[config.mk]
export PLATFORM = sky130hd
export DESIGN_NAME = shift_desloc_unit
export DESIGN_NICKNAME = d
export VERILOG_FILES = /design/src/rtl/shift_desloc_unit.sv
export SDC_FILE = /design/constraint.sdc
export NUM_CORES = 1
export LEC_CHECK = 0
export CORE_MARGIN = 2
export CORE_UTILIZATION = 47
export CTS_CLUSTER_DIAMETER = 50
export DETAILED_ROUTE_END_ITERATION = 10
export PLACE_DENSITY = 0.78
export SYNTH_ARGS = -nofsm -noshare
export SYNTH_HDL_FRONTEND = slang
export SYNTH_SLANG_ARGS = --single-unit
[constraint.sdc]
create_clock -name Clk -period 1.6 [get_ports Clk]
set_clock_uncertainty 0.2 [all_clocks]
set_input_delay 0.32 -clock Clk [delete_from_list [all_inputs] [get_ports Clk]]
set_output_delay 0.32 -clock Clk [all_outputs]
set_load 0.02 [all_outputs]
[src/rtl/shift_desloc_unit.sv]
// shift_desloc_unit: one-bit-per-clock shifter (sll/srl/sra/ror) with Busy and a Done pulse
module shift_desloc_unit #(
  parameter int WIDTH = 32
) (
  input  logic             Clk,
  input  logic             Reset_n,
  input  logic             Start,
  input  logic [1:0]       Op,
  input  logic [4:0]       N,
  input  logic [WIDTH-1:0] Entrada,
  output logic [WIDTH-1:0] RegDeslocOut,
  output logic             Busy,
  output logic             Done
);
  typedef enum logic [1:0] {IDLE, SHIFT, DONE} state_t;
  state_t           state;
  logic [WIDTH-1:0] result;
  logic [WIDTH-1:0] step;
  logic [4:0]       count;
  logic [1:0]       op_reg;
  always_comb
    step = op_reg == 2'b00 ? {result[WIDTH-2:0], 1'b0} :
           op_reg == 2'b01 ? {1'b0, result[WIDTH-1:1]} :
           op_reg == 2'b10 ? {result[WIDTH-1], result[WIDTH-1:1]} :
                             {result[0], result[WIDTH-1:1]};
  // Busy/Done are registered alongside state so they are glitch-free Moore outputs
  always_ff @(posedge Clk or negedge Reset_n)
    if (!Reset_n) begin
      state  <= IDLE;
      result <= '0;
      count  <= '0;
      op_reg <= '0;
      Busy   <= 1'b0;
      Done   <= 1'b0;
    end else begin
      case (state)
        IDLE: if (Start) begin
          result <= Entrada;
          count  <= N;
          op_reg <= Op;
          state  <= N != 5'd0 ? SHIFT : DONE;
          Busy   <= 1'b1;
          Done   <= N == 5'd0;
        end
        SHIFT: begin
          result <= step;
          count  <= count - 5'd1;
          if (count == 5'd1) begin
            state <= DONE;
            Done  <= 1'b1;
          end
        end
        DONE: begin
          state <= IDLE;
          Busy  <= 1'b0;
          Done  <= 1'b0;
        end
        default: begin
          state <= IDLE;
          Busy  <= 1'b0;
          Done  <= 1'b0;
        end
      endcase
    end
  assign RegDeslocOut = result;
endmodule

==> metrics.yaml <==
antenna_cells: 0
cts_sinks: 42
cp-start-kind: "flip-flop"
rsz0062_at_grt: "no"
power_density_nw_per_um2: 1930
syn-instance-count: 245
final_hold_viol_count: 0
synth_area_leaders: "dfrtp_1, mux2i_1, a32oi_1"
grt_pass1_wl_um: 12000
grt_pass1_vias: 2462
status: "finished clean"
p_leak_uw: 0.00161
period_needed_ps: 1560
yosysWarnings: 0
syn-num-nets: 289
synth_top_area_share_pct: 41.9
dieArea_um2: 5940
ios: 76
max_freq_mhz: 641
critical_path_class: "flip-flop to output port"
cp_slowest_cell: "dfrtp_1"
die_w_um: 77.1
core-area_um2: 5140
cp-end-kind: "output port"
max_cap_viol_count: 0
slew_viol_final: 0
htreeDepth: 2
drive_gt1_share_pct: 18.3
reg2reg_to: "RegDeslocOut[4]"
gp_congestion: 0.856
num-fill-cells: 420
r2r_slack_ps: 80
vias: 2477
cts_tree: "built"
slowest_delay_ps: 410
total_power_uw: 7260
arrival_ps: 1040
avgSynthCellArea_um2: 10.2
ys_seq_elements: 42
place_ws_ps: -268
cts_setup_buffers: 0
row_count: 26
syn_area_um2: 2510
ir_worst_vdd_uv: 1130
cp_max_fo: 2
whs_ps: 316
setup-tns-final_ps: 0
crit_chain: "dlygate4sd2_1"
worst_pin_slew_ps: 338
synth.most_common_cell: "dfrtp_1"
required_ps: 1080
startpoint: "RegDeslocOut[8]"
stdcell_count: 426
area_growth_pct: 50.0
io_buffers: 75
first_pass_iters: 4
hpwl_um: 5050
crit_buf_inv: 1
cp_num_cells: 1
maxSlewHeadroom_pct: 77.2
reg2regPathDepth: 4
gr-usage-all-layers_pct: 24.9
synth-edff-count: 0
r2r_start: "op_reg[1]"
crit_path_end: "RegDeslocOut[8]"
start_util_pct: 48.9
largest_register_ffs: 32
clk_latency_ps: 300
antenna_left: 0
crit_family: "flip-flops"
drc: 0
layout.nets: 399
overflow: 0
synthDistinctLibCells: 35
synth-async-reset-ratio_pct: 100
period_share_pct: 97.5
chipHeight_um: 77.1
drt_iter0_drc: 167
seq_area_frac_synth_pct: 41.9
routed_wirelength_um: 7200
dp.cells: 417
regArea_um2: 1050
setup_ws_ps: 40.4
ctsLongestPathBuffers: 2
hold_class: "input pin to async pin"
root_buffer: "clkbuf_8"
yosys.area.top_type: "dfrtp_1"
grt_antenna_before_repair: 0
ys.flop_type: "dfrtp_1"
clk_pin_slew_ps: 90
numCtsBuffers: 5
via_per_inst: 5.81
yosys-top-cells-count: "dfrtp_1, nand2_1, a32oi_1, mux2i_1, o211ai_1"
post_drt_wl_per_cell_um: 16.9
multiInputGateArea_um2: 1280
grt_max_degree: 43
setup_viol: 0
-- worst min path at each step --
stage,start,to
floorplan,Reset_n,Busy
global placement,Reset_n,RegDeslocOut[5]
detailed placement,Reset_n,RegDeslocOut[3]
CTS,Reset_n,RegDeslocOut[5]
global route,Reset_n,RegDeslocOut[3]
finish,Reset_n,RegDeslocOut[3]
-- worst reg2reg max path, delay by kind of cell (launching register included) --
family,cells,cell delay (ps)
AO/OA/AOI/OAI,1,120
buffers and inverters,1,210
flip-flops,1,430
multiplexers,1,240
AND/OR/NAND/NOR,1,180
-- cell usage in the layout, fill, tap and decap left out, types with 3 or more instances in the layout --
cell type | synthesis | layout
buf_4 | 3 | 44
dfrtp_1 | 42 | 42
clkdlybuf4s50_1 | 0 | 39
nand2_1 | 33 | 33
dlygate4sd2_1 | 0 | 32
mux2i_1 | 30 | 30
a32oi_1 | 30 | 30
o211ai_1 | 30 | 30
a21oi_1 | 9 | 9
inv_1 | 6 | 6
nor2_1 | 7 | 6
clkbuf_8 | 0 | 6
buf_12 | 0 | 6
o22a_1 | 4 | 4
nand2b_1 | 3 | 3
-- area by class of cell --
type / count / area share, %
Clock buffer: 6 / 2.19
Clock inverter: 2 / 1.59
Inverter: 6 / 0.598
Multi-Input combinational cell: 173 / 34.1
Sequential cell: 42 / 27.9
Tap cell: 70 / 2.33
Timing Repair Buffer: 127 / 31.3
-- kinds of logic after synthesis --
kind of cell | count (synthesis) | share of synthesized area [%]
AO/OA/AOI/OAI | 85 | 26.6
adder cells (fa/ha/maj) | 2 | 0.996
multiplexers | 32 | 12.9
AND/OR/NAND/NOR | 54 | 10.4
buffers and inverters | 30 | 7.37
flip-flops | 42 | 41.9
-- through the flow --
step	util (%)	cell area, µm²
after floorplan	-	2510
after global placement	70.9	3640
after detailed placement	70.9	3640
after CTS	73.0	3750
after global routing	73.3	3770
final	73.3	3770
-- metal layers --
| layer | routed length, µm | track usage [%] | up-vias |
|---|---|---|---|
| met5 | 0 | 0 | - |
| met4 | 70 | 6.07 | 0 |
| met3 | 417 | 4.24 | 9 |
| met2 | 3550 | 41.8 | 106 |
| met1 | 3160 | 33.6 | 1192 |
| li1 | - | - | 1170 |
-- repair_timing --
action	CTS	global route
endpoints found under the setup margin	34	8
endpoints found under the hold margin	42	0
resized for setup	34	5
hold buffers	1	0
-- report_power, final --
group / total [µW] / leakage, µW / internal, µW / switching, µW
sequential: 1870 / 0.000517 / 1560 / 305
clock: 1050 / 0.0000714 / 666 / 385
combinational: 4340 / 0.00102 / 2110 / 2220
(Power assumes the default switching activity.)
